$ cat src/rtl/div_pkg.sv
// Shared types and constants for the sequential divider.
//   div_state_t : controller state encoding (IDLE, RUN, DONE)
//   DIV_N       : default operand width
package div_pkg;

  localparam int DIV_N = 4;

  typedef enum logic [1:0] {
    IDLE = 2'd0,
    RUN  = 2'd1,
    DONE = 2'd2
  } div_state_t;

endpackage

$ cat src/rtl/div_step.sv
// One restoring-division step (purely combinational).
//   rem      : current partial remainder (N bits, always < divisor)
//   qsh      : quotient shift register; its MSB is the next dividend bit
//   divisor  : non-zero divisor
//   rem_nxt  : partial remainder after this step
//   qsh_nxt  : qsh shifted left with the new quotient bit in bit 0
module div_step #(
  parameter int N = 4
) (
  input  logic [N-1:0] rem,
  input  logic [N-1:0] qsh,
  input  logic [N-1:0] divisor,
  output logic [N-1:0] rem_nxt,
  output logic [N-1:0] qsh_nxt
);

  logic [N:0] trial;
  logic       fits;

  always_comb begin
    trial = {rem, qsh[N-1]};
    fits  = (trial >= {1'b0, divisor});
    // When the divisor fits, the true difference is < divisor < 2^N, so the
    // low N bits of the modulo-2^N subtraction are exact.
    if (fits) begin
      rem_nxt = trial[N-1:0] - divisor;
    end else begin
      rem_nxt = trial[N-1:0];
    end
    qsh_nxt = {qsh[N-2:0], fits};
  end

endmodule

$ cat src/rtl/seq_div.sv
// Sequential unsigned N-bit restoring divider, one quotient bit per clock.
//   clk, rst_n  : clock, asynchronous active-low reset
//   start       : division request, honoured only in IDLE
//   A, B        : dividend / divisor, sampled on the accepting edge
//   Q, R        : quotient / remainder, held until the next accepted start
//   busy        : high in RUN and DONE
//   done        : one-cycle result-valid pulse
//   div_by_zero : set with the result when B was 0
//   dbg_state   : current controller state
//
// Handshake: a request is taken on a rising edge where state is IDLE and
// start=1; start is ignored otherwise (no queuing). The result is valid in
// the single cycle where done=1 and stays on Q/R/div_by_zero afterwards.
module seq_div
  import div_pkg::*;
#(
  parameter int N = DIV_N
) (
  input  logic         clk,
  input  logic         rst_n,
  input  logic         start,
  input  logic [N-1:0] A,
  input  logic [N-1:0] B,
  output logic [N-1:0] Q,
  output logic [N-1:0] R,
  output logic         busy,
  output logic         done,
  output logic         div_by_zero,
  output div_state_t   dbg_state
);

  localparam int CW = (N > 2) ? $clog2(N) : 1;
  localparam logic [CW-1:0] CNT_LAST = CW'(N - 1);

  div_state_t    state, state_nxt;
  logic [N-1:0]  rem, qsh, divisor;
  logic [CW-1:0] count;
  logic [N-1:0]  step_rem, step_qsh;

  div_step #(.N(N)) u_step (
    .rem     (rem),
    .qsh     (qsh),
    .divisor (divisor),
    .rem_nxt (step_rem),
    .qsh_nxt (step_qsh)
  );

  // State register
  always_ff @(posedge clk or negedge rst_n) begin
    if (!rst_n) begin
      state <= IDLE;
    end else begin
      state <= state_nxt;
    end
  end

  // Next state and status outputs
  always_comb begin
    state_nxt = state;
    busy      = 1'b0;
    done      = 1'b0;
    case (state)
      IDLE: begin
        if (start) begin
          state_nxt = (B != '0) ? RUN : DONE;
        end
      end
      RUN: begin
        busy = 1'b1;
        if (count == '0) begin
          state_nxt = DONE;
        end
      end
      DONE: begin
        busy      = 1'b1;
        done      = 1'b1;
        state_nxt = IDLE;
      end
      default: begin
        state_nxt = IDLE;
      end
    endcase
  end

  // Datapath and result registers
  always_ff @(posedge clk or negedge rst_n) begin
    if (!rst_n) begin
      rem         <= '0;
      qsh         <= '0;
      divisor     <= '0;
      count       <= '0;
      Q           <= '0;
      R           <= '0;
      div_by_zero <= 1'b0;
    end else begin
      case (state)
        IDLE: begin
          if (start) begin
            if (B != '0) begin
              qsh     <= A;
              divisor <= B;
              rem     <= '0;
              count   <= CNT_LAST;
            end else begin
              // Division by zero skips RUN and reports all-ones / dividend.
              Q           <= '1;
              R           <= A;
              div_by_zero <= 1'b1;
            end
          end
        end
        RUN: begin
          rem   <= step_rem;
          qsh   <= step_qsh;
          count <= count - 1'b1;
          if (count == '0) begin
            Q           <= step_qsh;
            R           <= step_rem;
            div_by_zero <= 1'b0;
          end
        end
        default: begin
        end
      endcase
    end
  end

  assign dbg_state = state;

endmodule

$ cat config.mk
export PLATFORM = sky130hd
export DESIGN_NAME = seq_div
export DESIGN_NICKNAME = d
export VERILOG_FILES = /design/src/rtl/div_pkg.sv /design/src/rtl/div_step.sv /design/src/rtl/seq_div.sv
export SDC_FILE = /design/constraint.sdc
export NUM_CORES = 1
export LEC_CHECK = 0
export ABC_AREA = 1
export CORE_UTILIZATION = 44
export DETAILED_ROUTE_END_ITERATION = 16
export PLACE_DENSITY = 0.7
export SYNTH_ARGS = -nofsm -noshare
export SYNTH_HDL_FRONTEND = slang
export SYNTH_SLANG_ARGS = --single-unit
$ cat constraint.sdc
create_clock -name clk -period 1.5 [get_ports clk]
set_input_delay 0.45 -clock clk [delete_from_list [all_inputs] [get_ports clk]]
set_output_delay 0.45 -clock clk [all_outputs]
set_load 0.02 [all_outputs]
**Word level (Yosys, flattened, before mapping)**

Cells that the tools add are included.

- Word-level logic and storage cells: 54
- Bits of input ports: 11
- Register bits: 25
- Output and inout bits: 13

- Magnitude comparators: 1
- Eq/ne operators: 6
- Mux-type cells: 28
- Reduce and logical (&&, ||, !) cells: 9
- Add/subtract/negate cells: 2

Operator list:

| operator | count |
|---|---|
| 4-bit 2-to-1 mux | 11 |
| 4-bit case mux with 2 select lines | 4 |
| 2-bit 2-to-1 mux | 5 |
| 2-bit inequality test (second input constant) | 4 |
| 2-bit case mux with 2 select lines | 2 |
| 3-bit AND reduction | 2 |
| 5-bit by 4-bit >= comparator with 1-bit output | 1 |
| 1-bit 2-to-1 mux | 5 |
| 2-bit logical NOT | 2 |
| 4-bit AND reduction | 1 |
| 4-bit nonzero test | 1 |
| 4-bit subtractor | 1 |
| 2-bit by 1-bit equality test with 1-bit output (second input constant) | 1 |
| 2-bit equality test (second input constant) | 1 |
| 1-bit case mux with 2 select lines | 1 |
| 2-bit AND reduction | 1 |
| 2-bit nonzero test | 1 |
| 2-bit OR reduction | 1 |
| 2-bit by 1-bit subtractor with 2-bit output (second input constant) | 1 |

**Longest topological paths before layout**

Gate-level depths: netlist (run 1).

- Word-level depth: 4
- Gate-level depth with buffers: 12
- Gate-level depth less buffers: 12

**By module**

From an unflattened synthesis (run 1), not the netlist that was laid out.

- Cell total of the unflattened synthesis: 200
- Area, all modules: 1576.5 um^2

Modules (own cells, without submodules):

| module | instances | area each (um^2) | cells an instance |
|---|---|---|---|
| seq_div | 1 | 1292.5 | 157 |
| div_step | 1 | 284.0 | 43 |

**Least setup slack after synthesis (run 1)**

OpenSTA, ideal clock, no wires.

- Kind: register to register
- From: reg state[1], in the netlist dbg_state[1]
- To: reg R[3]
- Clock period less this slack: 1.545 ns
- Cell stages (with the launch flop): 12
- Arrival time: 1.432 ns
- Slack: -0.045 ns
- Setup time: 0.113 ns
- Cells stage by stage: dfrtp_1 inv_1 ha_1 buf_4 inv_2 o22ai_4 inv_4 nand2_4 nor2_1 nand3_2 nand2_1 inv_1

- Cells in the longest elaborated chain, start to end: 3
- Elaborated cells on any way between the ends: 8

Ends and longest elaborated chain:

| what | line | RTL |
|---|---|---|
| start, declared | seq_div.sv:35 | `div_state_t state, state_nxt;` |
| start signal, assigned | seq_div.sv:53 | `state <= state_nxt;` |
| 2-bit by 1-bit equality test with 1-bit output / 2-bit logical NOT (equally long branches) | seq_div.sv:96 | `case (state)` |
| 2-bit inequality test (no line) / 2-bit nonzero test (equally long branches) | n/a |  |
| 4-bit AND reduction (no line) | n/a |  |
| end signal, assigned | seq_div.sv:118 | `R <= step_rem;` |
| end, declared | seq_div.sv:25 | `output logic [N-1:0] R,` |

Parallel ways exist; a longest one is shown, timed or not.
A chain may end at the register's enable or synchronous reset.

**Worst setup path after layout (run 1)**

- From: reg state[1], in the netlist dbg_state[1]
- To: out busy

- Cells in the longest elaborated chain, start to end: 3
- Elaborated cells on any way between the ends: 4

Ends and longest elaborated chain:

| what | line | RTL |
|---|---|---|
| 2-bit by 1-bit equality test with 1-bit output / 2-bit equality test (equally long branches) | seq_div.sv:62 | `case (state)` |
| 2-bit OR reduction (no line) (*) | n/a |  |
| 1-bit 2-to-1 mux (*) | seq_div.sv:62 |  |
| end, declared | seq_div.sv:26 | `output logic busy,` |

Every way passes the cells marked *; elsewhere a longest branch is shown, timed or not.

==> results of run 1 <==
## what timing repair did
item | CTS | global route
hold buffers | 0 | 0
buffers inserted | 4 | 5
setup endpoints to repair | 24 | 33
pin swaps | 10 | 20
gates cloned | 1 | 0
gates resized for setup | 50 | 48
## critical path: cells and delay by family (launching register included)
kind	cells	cell delay, ps
flops	1	440
buf+inv	2	210
fa+ha+maj	1	200
## metrics by stage
stage	power, mW	instances	hold WS, ps	instance area (µm²)	utilization
2_1_floorplan	3.06	175	154	1580	-
3_3_place_gp	3.90	257	470	1970	0.591
3_5_place_dp	3.99	257	466	1970	0.591
4_1_cts	4.53	266	480	2110	0.631
5_1_grt	5.29	271	460	2220	0.666
6_report	4.91	271	473	2220	0.666
## how the worst min path moves through the flow
stage | start | to | depth (start not counted)
2_1_floorplan | rst_n | Q[0] | 0
3_3_place_gp | Q[0] | Q[0] | 2
3_5_place_dp | Q[0] | Q[0] | 2
4_1_cts | rst_n | Q[2] | 2
5_1_grt | rst_n | Q[1] | 2
6_report | rst_n | Q[2] | 2
## kinds of logic after synthesis
logic type / Yosys count / synth area share
and+or+nand+nor: 83 / 0.312
buffers and inverters: 33 / 0.0940
DFF: 25 / 0.408
AOI/OAI and AO/OA: 24 / 0.101
adders and majority gates: 9 / 0.0784
xor gates and xnor gates: 1 / 0.00572
## area by class of cell
type,count,share of cell area
Inverter,28,0.0518
Sequential cell,25,0.283
Multi-Input combinational cell,118,0.426
Clock buffer,4,0.0118
Timing Repair Buffer,50,0.202
Tap cell,46,0.0259
## state kept, by name, indices dropped and copies added (netlist names)
register,cells
Q,4
count,2
qsh,4
divisor,4
R,4
rem,4
dbg_state,2
div_by_zero,1
## layout by cell type, fill, tap and decap left out, drive strengths merged, types with 4 or more instances in the layout
cell	netlist	layout
a21oi	6	7
a31oi	4	4
buf	5	31
clkbuf	0	9
clkdlybuf4s15	0	4
clkdlybuf4s50	0	10
dfrtp	25	25
ha	8	8
inv	27	28
nand2	42	42
nand3	18	18
nand4	5	5
nor2	14	14
o21ai	13	13
or2	4	4
## power by group through the flow
stage / Clock (mW) / Sequential, mW / Combinational, mW
after floorplan: 0 / 1.30 / 1.76
after global placement: 0 / 1.12 / 2.77
after detailed placement: 0 / 1.14 / 2.85
after CTS: 0.304 / 1.13 / 3.10
after global routing: 0.337 / 1.19 / 3.76
final: 0.302 / 1.15 / 3.46
## synthesized netlist by cell type
cell type  number  area [µm²]
a21oi_1         4        20.0
a21oi_2         1        8.76
a21oi_4         1        16.3
a31oi_1         4        25.0
buf_2           2        10.0
buf_4           2        15.0
buf_6           1        11.3
clkinv_1        1        3.75
dfrtp_1        25         626
fa_1            1        20.0
ha_1            8         100
inv_1          24        90.1
inv_2           2        7.51
inv_4           1        6.26
nand2_1        35         131
nand2_2         3        18.8
nand2_4         4        45.0
nand3_1         9        45.0
nand3_2         5        50.1
nand3_4         4        70.1
nand4_1         4        25.0
nand4_2         1        12.5
nor2_1         13        48.8
nor2_2          1        6.26
o21ai_0        10        50.1
o21ai_1         3        15.0
o22ai_4         1        20.0
or2_0           4        25.0
xor2_1          1        8.76
## layer usage
metal  vias up  GRT usage  wire length (µm)
met1       635      0.234              1460
met2        41      0.396              1770
li1        666          -                 -
met4         0     0.0747                36
met3         4     0.0213               154
met5         -          0                 0
==> out/results.ini, run 1 <==
[critical_path]
path_class=register to output pin
cp-startpoint=dbg_state[1]
endpoint=busy
startpoint_type=register
crit_path_max_incr_delay_ps=440
regToRegSetupSlack_ps=-80
cp_max_fo=2
timing.rr.start=dbg_state[1]
r2r_end=R[3]
endpoint_kind=output pin
slowest_stage=dfrtp_2
cp.arrival_ps=1170
critPathRequiredTime_ps=1050
rr_worst_depth=9
path_cells=inv_2 > ha_4 > buf_6

[drt]
wl_per_cell_um=12.6
wl_um=3420
final_antenna_net_count=0
viasPerCell=4.97
drtIter0Drc=30
route.detailed.drc=0
firstDrtPassIters=4
vias=1346

[cts]
htree_num_levels=1
clkLatencyLatePin_ps=310
clk_path_buf_depth=2
cts_buffers=3
root_buffer=clkbuf_4
cts.clk_slew.worst_paths_ps=130
clock-sinks=25
cts_tree=yes

[floorplanning]
rows=21
boundaryPins=24
initial_utilization=0.459
dieWidth_um=61.0
fp.dieH_um=61.0
coreArea_um2=3340
die_area_um2=3720

[placed_design]
gp_congestion=0.897
place_hpwl_um=2450
numPortBuffers=23
post-place-ws_ps=-302

[synthesis]
synth_warnings=0
ys_seq_area_frac=0.408
netlist_area_um2=1530
avgSynthCellArea_um2=8.75
synth-seq-cells=25
syn-num-nets=195
synth.distinct_cells=29
synth_cells=175

[timing]
rsz0062_at_grt=yes
period_share=1.08
clock.fmax_mhz=619
finalMaxSlewViolations=0
skew_ps=2.07
relSlewSlack=0.824
finalHoldViolCount=0
setup_ws_ps=-115
finalCriticalPeriod_ps=1620
setup_viol=15
setup_tns_ps=-825
worstMarginPinSlew_ps=263

[global_routing]
grt_start_max_net_pins=26
grt_pass1_vias=1330
track_usage=0.206
grt-ovfl-total=0
grt_pass1_wl_um=5580
grt_antenna_before_repair=0

[finish]
multiInputGateArea_um2=947
regArea_um2=628
nets=246
n_antenna_cell=0
area_growth_pct=45.1
drive_gt1_frac=0.436
nFillCells=292

[power]
power.density_nw_per_um2=2210
sequentialPowerShare=0.235
p_switching_mw=2.30
power.internal_mw=2.61
irDropWorstVdd_mv=1.44
swShare=0.469
combinationalPowerShare=0.704
power.share.clock=0.061
power_leakage_nw=1.05

[run_status]
outcome=finished, violations left
violations=setup timing

[flow_run]
maxCapViolCount=0

[worst_hold_path]
hold_path.class=primary input to asynchronous set/reset pin

Note: power is estimated with default switching activity, not from simulation.
==> run 2, diff against run 1 <==
DONT_BUFFER_PORTS = 1   (was default)
PLACE_DENSITY = default   (was 0.7)
==> run 2 against run 1 <==
The run still ends with setup timing left. Non-clock buffer count shrank 22. First-iteration DRC count grew 67%. Final cell count shrank 8.1%. Largest power group unchanged. Highest routed layer unchanged.
==> out/results.ini, run 2 (same netlist as run 1, synthesis figures left out) <==
[run_status]
outcome=finished, violations left
violations=setup timing

[global_routing]
grt_antenna_before_repair=0  ; unchanged
grt_pass1_wl_um=5510  ; -1.2%
grt-ovfl-total=0  ; unchanged
track_usage=0.202  ; -0.00422
grt_pass1_vias=1231  ; -7.4%
grt_start_max_net_pins=26  ; unchanged

[power]
combinationalPowerShare=0.657  ; -0.047
irDropWorstVdd_mv=1.32  ; -8.6%
power_mw=4.70  ; -4.2%
p_switching_mw=2.29  ; -0.69%
power.density_nw_per_um2=2310  ; +4.4%
power.internal_mw=2.42  ; -7.3%
power.share.clock=0.067  ; +0.006
sequentialPowerShare=0.276  ; +0.041
power_leakage_nw=0.957  ; -9.2%
swShare=0.486  ; +0.0172

[critical_path]
crit_path_max_incr_delay_ps=450  ; about the same
crit_family=flip-flops
cp_max_fo=3  ; +1
cp.arrival_ps=1110  ; -60 ps
critPathRequiredTime_ps=1050  ; about the same
critPathBufInv=1  ; -1
path_class=register to output pin
startpoint_type=register
endpoint_kind=output pin
slowest_stage=dfrtp_2
path_cells=buf_6 > ha_4

[placed_design]
numPortBuffers=0  ; -100%
post-place-ws_ps=-55.6  ; +246 ps
placed_area_um2=1720  ; -13%
place_hpwl_um=2350  ; -4.1%
gp_congestion=0.826  ; -7.9%

[floorplanning]
coreArea_um2=3340  ; unchanged
boundaryPins=24  ; unchanged
initial_utilization=0.459  ; unchanged
fp.dieH_um=61.0  ; unchanged
rows=21  ; unchanged
dieWidth_um=61.0  ; unchanged
die_area_um2=3720  ; unchanged

[finish]
multiInputGateArea_um2=956  ; +0.92%
regArea_um2=628  ; unchanged
fin_util=0.611  ; -0.0551
final_cell_mix=28 x nand2_1, 23 x dfrtp_1, 19 x buf_4
area_growth_pct=33.1
nFillCells=302  ; +3.4%
final_common_cell=nand2_1
fin_area_um2=2040  ; -8.3%
drive_gt1_frac=0.429  ; -0.00698
nets=224  ; -8.9%
n_antenna_cell=0  ; unchanged

[cts]
clkLatencyLatePin_ps=330  ; +20 ps
htree_num_levels=1  ; unchanged
root_buffer=clkbuf_4
cts.clk_slew.worst_paths_ps=140  ; about the same
cts_buffers=3  ; unchanged
clock-sinks=25  ; unchanged
cts_tree=yes
clk_path_buf_depth=2  ; unchanged

[drt]
final_antenna_net_count=0  ; unchanged
firstDrtPassIters=4  ; unchanged
route.detailed.drc=0  ; unchanged
wl_um=3430  ; +0.32%
wl_per_cell_um=13.8  ; +9.2%
vias=1255  ; -6.8%
viasPerCell=5.04  ; +1.5%
drtIter0Drc=50  ; +67%

[timing]
worstMarginPinSlew_ps=266  ; +2.09 ps
setup_viol=5  ; -10
skew_ps=1.32  ; -0.746 ps
rsz0062_at_grt=yes
finalHoldViolCount=0  ; unchanged
relSlewSlack=0.823  ; -0.00139
finalMaxSlewViolations=0  ; unchanged
clock.fmax_mhz=641  ; +3.6%
setup_ws_ps=-59.0  ; +56.2 ps
holdWs_ps=269  ; -204 ps
finalCriticalPeriod_ps=1560  ; -56.2 ps
period_share=1.04  ; -0.0375

[worst_hold_path]
hold_path.class=primary input to register

[flow_run]
maxCapViolCount=0  ; unchanged

[run 2: cell types whose count changed in the layout (fill, tap and decap cells not counted), moves of 4 or more]
cell             change
clkdlybuf4s15_1      -4
clkdlybuf4s50_1     -10
nand2_2              -4
clkbuf_2             -5
o21ai_1              -4
[run 2: per-stage QoR]
stage | TNS [ps] | cells
2_1_floorplan | 0 | 175
3_3_place_gp | -40.1 | 233
3_5_place_dp | -289 | 233
4_1_cts | -222 | 240
5_1_grt | -888 | 249
6_report | -145 | 249
[run 2: worst paths after layout]
kind	start	endpoint	slack [ps]	cells after the start
hold reg to reg	divisor[3]	divisor[3]	500	2
setup reg to reg	rem[1]	rem[0]	-30	11
max in group asynchronous	rst_n	dbg_state[1]	800	2
min in group asynchronous	rst_n	qsh[0]	540	2
setup / recovery	dbg_state[1]	done	-60	2
hold / removal	B[1]	divisor[1]	270	2
[run 2: timing repair]
item / CTS / global route
hold buffers: 2 / 0
cloned: 0 / 1
endpoints found under the setup margin: 12 / 21
pin swaps: 14 / 15
buffers inserted: 1 / 8
hold endpoints to repair: 25 / 0
gates resized for setup: 21 / 29
[run 2: power by group through the flow]
stage / logic [mW] / clock network [mW] / registers [mW]
5_1_grt: 3.40 / 0.353 / 1.34
4_1_cts: 2.68 / 0.317 / 1.29
2_1_floorplan: 1.76 / 0 / 1.30
3_5_place_dp: 2.38 / 0 / 1.29
6_report: 3.09 / 0.316 / 1.30
3_3_place_gp: 2.32 / 0 / 1.28
[run 2: layout make-up]
type,count,area share
multi-input combinational,118,0.469
sequential,25,0.308
timing repair buffer,28,0.123
inverter,28,0.0583
tap,46,0.0282
clock buffer,4,0.0129
[run 2: metal layers]
metal	track usage	vias to the layer above	part of all wire
met5	0	-	0
met4	0.0487	0	0.010
met3	0.0405	5	0.043
met2	0.353	31	0.51
met1	0.255	601	0.44
li1	-	618	-
